File: src/rtl/lfsr_index_decoder.sv
// Recovers the step index of a 4-bit Fibonacci LFSR state by stepping a local LFSR from the seed
// until it matches; also reports the shift magnitude 15 - index.
module lfsr_index_decoder (
   input  logic       clk,
   input  logic       rst,
   input  logic       start,
   input  logic [3:0] state_in,
   output logic       busy,
   output logic       done,
   output logic       error,
   output logic [3:0] index_out,
   output logic [3:0] shift_mag_out
);

   localparam logic [3:0] Seed     = 4'b0001;
   localparam logic [3:0] LastIdx  = 4'd14;
   localparam logic [3:0] ErrIndex = 4'hF;

   typedef enum logic [0:0] {StIdle, StSearch} state_e;

   state_e     state_q, state_d;
   logic [3:0] target_q, target_d;
   logic [3:0] cand_q, cand_d;
   logic [3:0] count_q, count_d;
   logic       busy_q, busy_d;
   logic       done_q, done_d;
   logic       error_q, error_d;
   logic [3:0] index_q, index_d;

   function automatic logic [3:0] lfsr_next(input logic [3:0] q);
      return {q[2:0], q[3] ^ q[2]};
   endfunction

   always_comb begin
      state_d  = state_q;
      target_d = target_q;
      cand_d   = cand_q;
      count_d  = count_q;
      busy_d   = busy_q;
      done_d   = 1'b0;
      error_d  = error_q;
      index_d  = index_q;

      unique case (state_q)
         StIdle: begin
            if (start) begin
               target_d = state_in;
               cand_d   = Seed;
               count_d  = 4'd0;
               busy_d   = 1'b1;
               state_d  = StSearch;
            end
         end
         StSearch: begin
            // All-zero target is the lock-up state and never appears; the count guard is a
            // backstop that can only fire on that path.
            if (target_q == 4'b0000 || (cand_q != target_q && count_q == LastIdx)) begin
               error_d = 1'b1;
               index_d = ErrIndex;
               done_d  = 1'b1;
               busy_d  = 1'b0;
               state_d = StIdle;
            end else if (cand_q == target_q) begin
               error_d = 1'b0;
               index_d = count_q;
               done_d  = 1'b1;
               busy_d  = 1'b0;
               state_d = StIdle;
            end else begin
               cand_d  = lfsr_next(cand_q);
               count_d = count_q + 4'd1;
            end
         end
         default: state_d = StIdle;
      endcase
   end

   always_ff @(posedge clk) begin
      if (rst) begin
         state_q  <= StIdle;
         target_q <= 4'b0000;
         cand_q   <= Seed;
         count_q  <= 4'd0;
         busy_q   <= 1'b0;
         done_q   <= 1'b0;
         error_q  <= 1'b0;
         index_q  <= 4'h0;
      end else begin
         state_q  <= state_d;
         target_q <= target_d;
         cand_q   <= cand_d;
         count_q  <= count_d;
         busy_q   <= busy_d;
         done_q   <= done_d;
         error_q  <= error_d;
         index_q  <= index_d;
      end
   end

   assign busy          = busy_q;
   assign done          = done_q;
   assign error         = error_q;
   assign index_out     = index_q;
   assign shift_mag_out = 4'hF - index_q;

endmodule

File: config.mk
export PLATFORM = sky130hd
export DESIGN_NAME = lfsr_index_decoder
export DESIGN_NICKNAME = d
export VERILOG_FILES = /design/src/rtl/lfsr_index_decoder.sv
export SDC_FILE = /design/constraint.sdc
export NUM_CORES = 1
export LEC_CHECK = 0
export CAP_MARGIN = 20
export CORE_UTILIZATION = 35
export DETAILED_ROUTE_END_ITERATION = 10
export HOLD_SLACK_MARGIN = 0.1
export PLACE_DENSITY = 0.69
export SLEW_MARGIN = 25
export SYNTH_ARGS = -nofsm -noshare
export SYNTH_HDL_FRONTEND = slang
export SYNTH_SLANG_ARGS = --single-unit
File: constraint.sdc
create_clock -name clk -period 1.9 [get_ports clk]
set_clock_uncertainty 0.1 [all_clocks]
set_input_delay 0.285 -clock clk [delete_from_list [all_inputs] [get_ports clk]]
set_output_delay 0.285 -clock clk [all_outputs]
set_load 0.005 [all_outputs]
=== After elaboration in Yosys (flattened, before gate mapping) ===
Cells that the tools add are included.

* Input bits: 7
* Register bits after elaboration: 20
* Logic and storage cells: 49
* Output and inout bits: 11

* Muxes and demuxes: 21
* $add $sub $neg: 2
* Equality and inequality tests: 7
* Bitwise operators: 2
* Reduce and logical (&&, ||, !) cells: 9

{| class="wikitable"
|+ Operator list
! kind !! count
|-
| $mux 4 || 8
|-
| $pmux 4 s2 || 2
|-
| $mux 1 || 9
|-
| $ne 2x2->1 const B || 3
|-
| $reduce_and 2->1 || 3
|-
| $add 4x1->4 const B || 1
|-
| $eq 4x4->1 || 1
|-
| $eq 4x4->1 const B || 1
|-
| $logic_not 4->1 || 1
|-
| $ne 4x4->1 || 1
|-
| $pmux 1 s2 || 2
|-
| $sub 4x4->4 const A || 1
|-
| $ne 3x1->1 const B || 1
|-
| $reduce_and 3->1 || 1
|-
| $reduce_bool 2->1 || 1
|-
| $reduce_or 2->1 || 1
|-
| $logic_and 1x1->1 || 1
|-
| $logic_or 1x1->1 || 1
|-
| $not 1->1 || 1
|-
| $xor 1x1->1 || 1
|}

=== Depth between registers and ports, before layout ===
Gate-level depths: netlist of the first run.

* Depth in word-level cells: 5
* Mapped depth: 6

=== Worst setup path after synthesis of the first run ===
No wires, ideal clock.

* Path type: register to register
* Start: register count_q[0]
* End: register count_q[3]
* Slack: 0.314 ns
* Period minus slack after synthesis: 1.586 ns
* Buffers on the path: 0
* Data arrival time: 1.363 ns
* Setup time: 0.123 ns
* Cell stages (with the launch flop): 7
* Cells stage by stage: dfxtp_1 -> inv_1 -> ha_1 -> nand3_1 -> nand3b_2 -> nor3_2 -> mux2_1

* Longest elaborated chain between the ends: 5
* Elaborated cells on any way between the ends: 9
* Classes of those cells: 1 x add/sub; 2 x eq/ne; 3 x mux; 3 x reduce/logical

{| class="wikitable"
|+ Ends and longest elaborated chain
! element !! RTL line !! text
|-
| from (decl) || 24 || <nowiki>logic [3:0] count_q, count_d;</nowiki>
|-
| from (signal assigned) || 92 || <nowiki>count_q <= count_d;</nowiki>
|-
| parallel branches: the longest is 5 deep, another holds $add 4x1->4 || -- ||
|}

Several ways; the timed one is not identified. The select of a mux whose other input is x is not followed.
A chain may end at the register's enable or synchronous reset.

=== Worst setup path after layout of the first run ===
* Start: register count_q[0]
* End: register cand_q[0]

* Longest elaborated chain between the ends: 5

{| class="wikitable"
|+ Ends and longest elaborated chain
! element !! RTL line !! text
|-
| $eq 4x4->1 || 57 || <nowiki>if (target_q == 4'b0000 || (cand_q != target_q && count_q == LastIdx)) begin</nowiki>
|-
| $logic_and 1x1->1 || 57 ||
|-
| $logic_or 1x1->1 || 57 ||
|-
| $ne 2x2->1 (no line) || -- ||
|-
| $reduce_and 3->1 (no line) || -- ||
|-
| to (signal assigned) || 91 || <nowiki>cand_q <= cand_d;</nowiki>
|-
| to (decl) || 23 || <nowiki>logic [3:0] cand_q, cand_d;</nowiki>
|}

Every way passes these cells.

==> impl_metrics.csv, run 1 <==
group,metric,value,unit
cells_and_area,final_cells,153,
power,p_per_area,740,nW/um^2
cts,post_cts_buffers,0,
job,drv_cap,0,
timing,slew_viol_final,0,
global_route,antenna_found_initial,0,
drt,drc_errors,0,
yosys,yosys.area.top_type,"dfxtp_1",
placed_design,dpl.hpwl,1480,um
yosys,synthCells,103,
timing,fin_crit,1.77,ns
critical_path,worstPathArrival,1.88,ns
critical_path,worst_setup_path_start_kind,"register",
global_route,grt_max_degree,12,
die,core_area,2500,sq um
cells_and_area,syn2layout_area_growth,28.0,%
yosys,yosysWarnings,0,
die,fp.dieW,53.8,um
drt,drt-vias-per-instance,5.31,
die,die_y,53.8,um
yosys,ys_types,35,
placed_design,io_buffers,17,
critical_path,critical_path_class,"register to register",
critical_path,reg2reg_from,"count_q[0]",
critical_path,critPathRequiredTime,2.01,ns
yosys,synthArstFlopShare,0,
global_route,grt_pass1_wl,3310,um
yosys,synth.most_common_cell,"dfxtp_1",
cts,clockBufferDepth,2,
die,die_area,2900,sq um
yosys,synth_enable_flop_cells,0,
cells_and_area,multiInputGateArea,498,sq um
timing,slew_headroom,0.680,
timing,rsz0062_at_grt,"false",
critical_path,crit_start,"count_q[0]",
cells_and_area,diodes,0,
placed_design,dp.cells,149,
drt,first_iter_violations,6,
die,ioPinCount,18,
drt,via_count,813,
yosys,synthFlopType,"dfxtp_1",
critical_path,slowest_stage,"dfxtp_1",
critical_path,worstPathMaxFanout,8,
cts,cts_buffers,3,
yosys,synth_commonest_cells,"dfxtp_1 (20), a21oi_1 (10), nand2_1 (9)",
yosys,synth_top_area_share,0.426,
global_route,grt_util_all_layers,0.162,
timing,post-route-period-util,0.933,
outcome,status,"completed",
timing,max_freq,564,MHz
yosys,yosys-top-cells-area,"dfxtp_1 (43%), a21oi_1 (5.3%), o211ai_1 (4.8%)",
drt,wl,1960,um
cts,path_clk_slew,0.12,ns
cells_and_area,nFillCells,230,
placed_design,gp_congestion,0.768,
cells_and_area,regArea,400,sq um
drt,drtPass1Iterations,4,
critical_path,crit_path_end_kind,"register",
power,vdd_drop_max,0.000375,V
power,p_leak,0.403,nW
timing,hold_viol_final,0,
yosys,syn-mean-instance-area,9.12,sq um
critical_path,crit_chain,"inv_1, ha_1, nand3_1, nor3b_4, nand4_1, a21o_1",
cells_and_area,nNetsFinal,133,
yosys,syn_area,940,sq um
cts,root_buffer,"clkbuf_4",
cts,clock_sinks,20,
timing,setup_violations,0,
min_path,min-delay-start,"index_out[2]",
global_route,grt_pass1_vias,735,
yosys,ys_seq_elements,20,
timing,worst_slew_pin_slew,0.476,ns
drt,ant_nets,0,
power,fin_total_pwr,0.000890,W
cts,htreeDepth,1,
drt,avgRoutedWirePerCell,12.8,um
cts,ctsHoldBuffers,0,
critical_path,cpPeakStageDelay,0.39,ns
die,initial_core_util,0.376,
yosys,seq_area_frac_synth,0.426,
die,rows,18,
timing,tns,0,ns
global_route,gr-total-overflow,0,
min_path,hp-class,"register to register",
yosys,synthesis.nets,112,
cts,insertion_delay,0.31,ns
cells_and_area,drive_above_1_share,0.138,
cts,cts_tree,"built",
worst max-delay path, delay by kind of cell, from the launching register on:
kind / cells / cell delay, ns
flip-flops: 1 / 0.39
AND/OR/NAND/NOR: 3 / 0.69
adder cells (fa/ha/maj): 1 / 0.19
AO/OA/AOI/OAI: 1 / 0.20
buffers and inverters: 1 / 0.09
flip-flops by register name (all words and copies together) (netlist names):
name / count
cand_q: 4
count_q: 4
busy: 1
index_out: 4
done: 1
error: 1
target_q: 4
state_q: 1
placed cells by master (no fill, tap or decap), types with 4 or more instances in the layout:
cell type and n:
inv_1 7, dfxtp_1 20, o211ai_1 6, nand2_1 9, a21oi_1 10, nand3_1 6
nor3_1 4, buf_4 4, xnor2_1 5, clkdlybuf4s50_1 17
path summary, 6_finish.rpt:
| path | cells past startpoint | slack (ns) | endpoint |
|---|---|---|---|
| worst max-delay path | 6 | 0.13 | cand_q[0] |
| worst min-delay path | 2 | 0.39 | index_out[2] |
| worst max register to register | 6 | 0.13 | cand_q[0] |
| worst min register to register | 2 | 0.39 | index_out[2] |
timing repair:
action,4_1_cts,5_1_grt
endpoints found under the setup margin,0,2
gates resized for setup,0,2
endpoints found under the hold margin,0,0
per-stage QoR:
| step | setup slack, ns | utilization | cell area, sq um | hold WS (ns) |
|---|---|---|---|---|
| finish | 0.127 | 0.481 | 1200 | 0.393 |
| global route | 0.00396 | 0.481 | 1200 | 0.411 |
| CTS | 0.0824 | 0.475 | 1190 | 0.398 |
| detailed placement | 0.114 | 0.460 | 1150 | 0.381 |
| global placement | 0.243 | 0.460 | 1150 | 0.370 |
| floorplan | 0.314 | - | 940 | 0.321 |
per-layer routing:
layer,GRT usage,share of wire
met5,0,0
met4,0.110,0.030
met3,0.0367,0.019
met2,0.235,0.47
met1,0.210,0.48
kinds of logic after synthesis:
logic type                 synth area share
adders and majority gates            0.0266
buffers and inverters                0.0599
DFF                                   0.426
xor gates and xnor gates             0.0466
and+or+nand+nor                       0.244
muxes                                0.0120
AOI/OAI and AO/OA                     0.185
power by group:
group | internal (W) | total, W | switching (W) | leakage [nW]
Clock | 0.000117 | 0.000253 | 0.000136 | 0.0210
Sequential | 0.000443 | 0.000464 | 0.0000208 | 0.163
Combinational | 0.0000922 | 0.000173 | 0.0000808 | 0.218
cell type report:
| type | instances | area share |
|---|---|---|
| well taps | 30 | 0.0312 |
| inverters | 8 | 0.0250 |
| clock buffers | 4 | 0.0302 |
| flip-flops and latches | 20 | 0.333 |
| multi-input cells | 70 | 0.414 |
| repair buffers | 21 | 0.166 |
Power figures use the tool's default switching activity.
==> run 2: changes to the inputs <==
clock period = 1.8 ns   (was 1.9 ns; I/O delays follow)
==> impl_metrics.csv, run 2 (synthesized netlist as in run 1, its figures left out) <==
group,metric,value,unit
outcome,status,"completed",
global_route,grt_pass1_wl,3570,um
cts,cts_buffers,3,
critical_path,worstPathArrival,1.84,ns
placed_design,dpl.hpwl,1540,um
drt,wl,2120,um
cts,insertion_delay,0.30,ns
timing,hold_viol_final,0,
power,p_leak,0.405,nW
timing,fin_hold_ws,0.382,ns
job,drv_cap,0,
drt,avgRoutedWirePerCell,13.7,um
power,p_per_area,741,nW/um^2
cells_and_area,nNetsFinal,136,
power,vdd_drop_max,0.000322,V
drt,via_count,854,
timing,setup_violations,0,
power,pwr-share-clk,0.240,
cells_and_area,nFillCells,243,
placed_design,io_buffers,17,
timing,post-route-period-util,0.951,
cells_and_area,drive_above_1_share,0.152,
timing,worst_slew_pin_slew,0.395,ns
cells_and_area,diodes,0,
min_path,whs_path_depth,2,
global_route,grt_max_degree,12,
die,ioPinCount,18,
timing,tns,0,ns
timing,setup_ws,0.0890,ns
cts,clock_sinks,20,
cells_and_area,final_common_cell,"dfxtp_1",
placed_design,gp_congestion,0.798,
global_route,grt_util_all_layers,0.174,
global_route,antenna_found_initial,0,
die,fp.dieW,53.8,um
critical_path,rr_worst_depth,5,
timing,rsz0062_at_grt,"false",
power,p_seq_frac,0.549,
drt,drt-vias-per-instance,5.51,
critical_path,worstPathMaxFanout,6,
die,initial_core_util,0.376,
drt,first_iter_violations,33,
critical_path,slowest_stage,"nor4_4",
die,rows,18,
timing,fin_crit,1.71,ns
placed_design,place_ws,0.143,ns
critical_path,critPathTopFamily,"simple AND/OR/NAND/NOR gates",
min_path,min-delay-start,"index_out[2]",
cells_and_area,syn2layout_area_growth,28.0,%
cts,path_clk_slew,0.11,ns
min_path,hp-class,"register to register",
critical_path,r2r-end,"count_q[2]",
die,die_area,2900,sq um
critical_path,reg2reg_from,"target_q[1]",
critical_path,critical_path_class,"register to register",
die,core_area,2500,sq um
timing,max_freq,584,MHz
timing,slew_viol_final,0,
power,p_int,0.000645,W
drt,drc_errors,0,
critical_path,regToRegSetupSlack,0.09,ns
drt,ant_nets,0,
critical_path,crit_buf_inv,1,
power,fin_total_pwr,0.000891,W
cts,htreeDepth,1,
cts,clockBufferDepth,2,
global_route,gr-total-overflow,0,
power,p_comb_frac,0.211,
timing,slew_headroom,0.734,
min_path,min_to,"index_out[2]",
cts,root_buffer,"clkbuf_4",
drt,drtPass1Iterations,4,
die,die_y,53.8,um
power,power.switching,0.000246,W
global_route,grt_pass1_vias,808,
critical_path,critPathRequiredTime,1.93,ns
critical_path,crit_chain,"nor4_4, nand3b_2, buf_4, o211ai_1, a31oi_1",
critical_path,worst_setup_path_start_kind,"register",
power,netSwitchingFraction,0.276,
critical_path,crit_path_end_kind,"register",
cells_and_area,final_cell_mix,"dfxtp_1 (20), clkdlybuf4s50_1 (17), a21oi_1 (10)",
cts,cts_tree,"built",
critical_path,cpPeakStageDelay,0.44,ns
-- run 2: cell types whose count changed in the layout (fill, tap and decap cells not counted) --
cell      change
buf_4         +3
clkbuf_8      -1
nand3b_2      +1
nand3b_4      -1
-- run 2: per-stage QoR --
stage               utilization  area, sq um  std cells
detailed placement        0.469         1170        152
global route              0.481         1200        155
floorplan                     -          940        103
CTS                       0.478         1200        155
finish                    0.481         1200        155
global placement          0.469         1170        152
-- run 2: worst min-delay path, stage by stage, from the launching register on --
cell and delay (ns):
dfxtp_1 0.33, inv_1 0.06, a211oi_1 0.06
-- run 2: metal layers --
layer  global-route usage  routed length [um]
met1                0.231                 945
met2                0.267                1030
met3               0.0282                 109
met4               0.0921                  29
met5                    0                   0
-- run 2: worst max path at each step --
stage	from	to	slack [ns]	cells after the start
after floorplan	count_q[0]	count_q[3]	0.21	6
after global placement	target_q[2]	index_out[0]	0.21	4
after detailed placement	count_q[0]	count_q[2]	0.14	7
after CTS	count_q[0]	count_q[2]	0.09	7
after global routing	count_q[0]	count_q[2]	0.02	7
final	target_q[1]	count_q[2]	0.09	5
-- run 2: power groups by stage --
stage               Clock (W)  Combinational [W]  Sequential [W]
floorplan                   0          0.0000976        0.000498
global placement            0           0.000181        0.000498
detailed placement          0           0.000184        0.000499
CTS                  0.000216           0.000185        0.000489
global route         0.000234           0.000203        0.000493
finish               0.000214           0.000188        0.000489
-- run 2: cell type report --
cell class	instances	area, sq um	share of cell area
Multi-Input combinational cell	70	489	0.407
Tap cell	30	37.5	0.0312
Sequential cell	20	400	0.333
Inverter	8	30.0	0.0250
Timing Repair Buffer	24	223	0.185
Clock buffer	3	22.5	0.0187
-- run 2: timing repair --
action	CTS	global route
hold buffers	0	0
resized for setup	0	1
buffers inserted	0	0
endpoints found under the setup margin	0	1
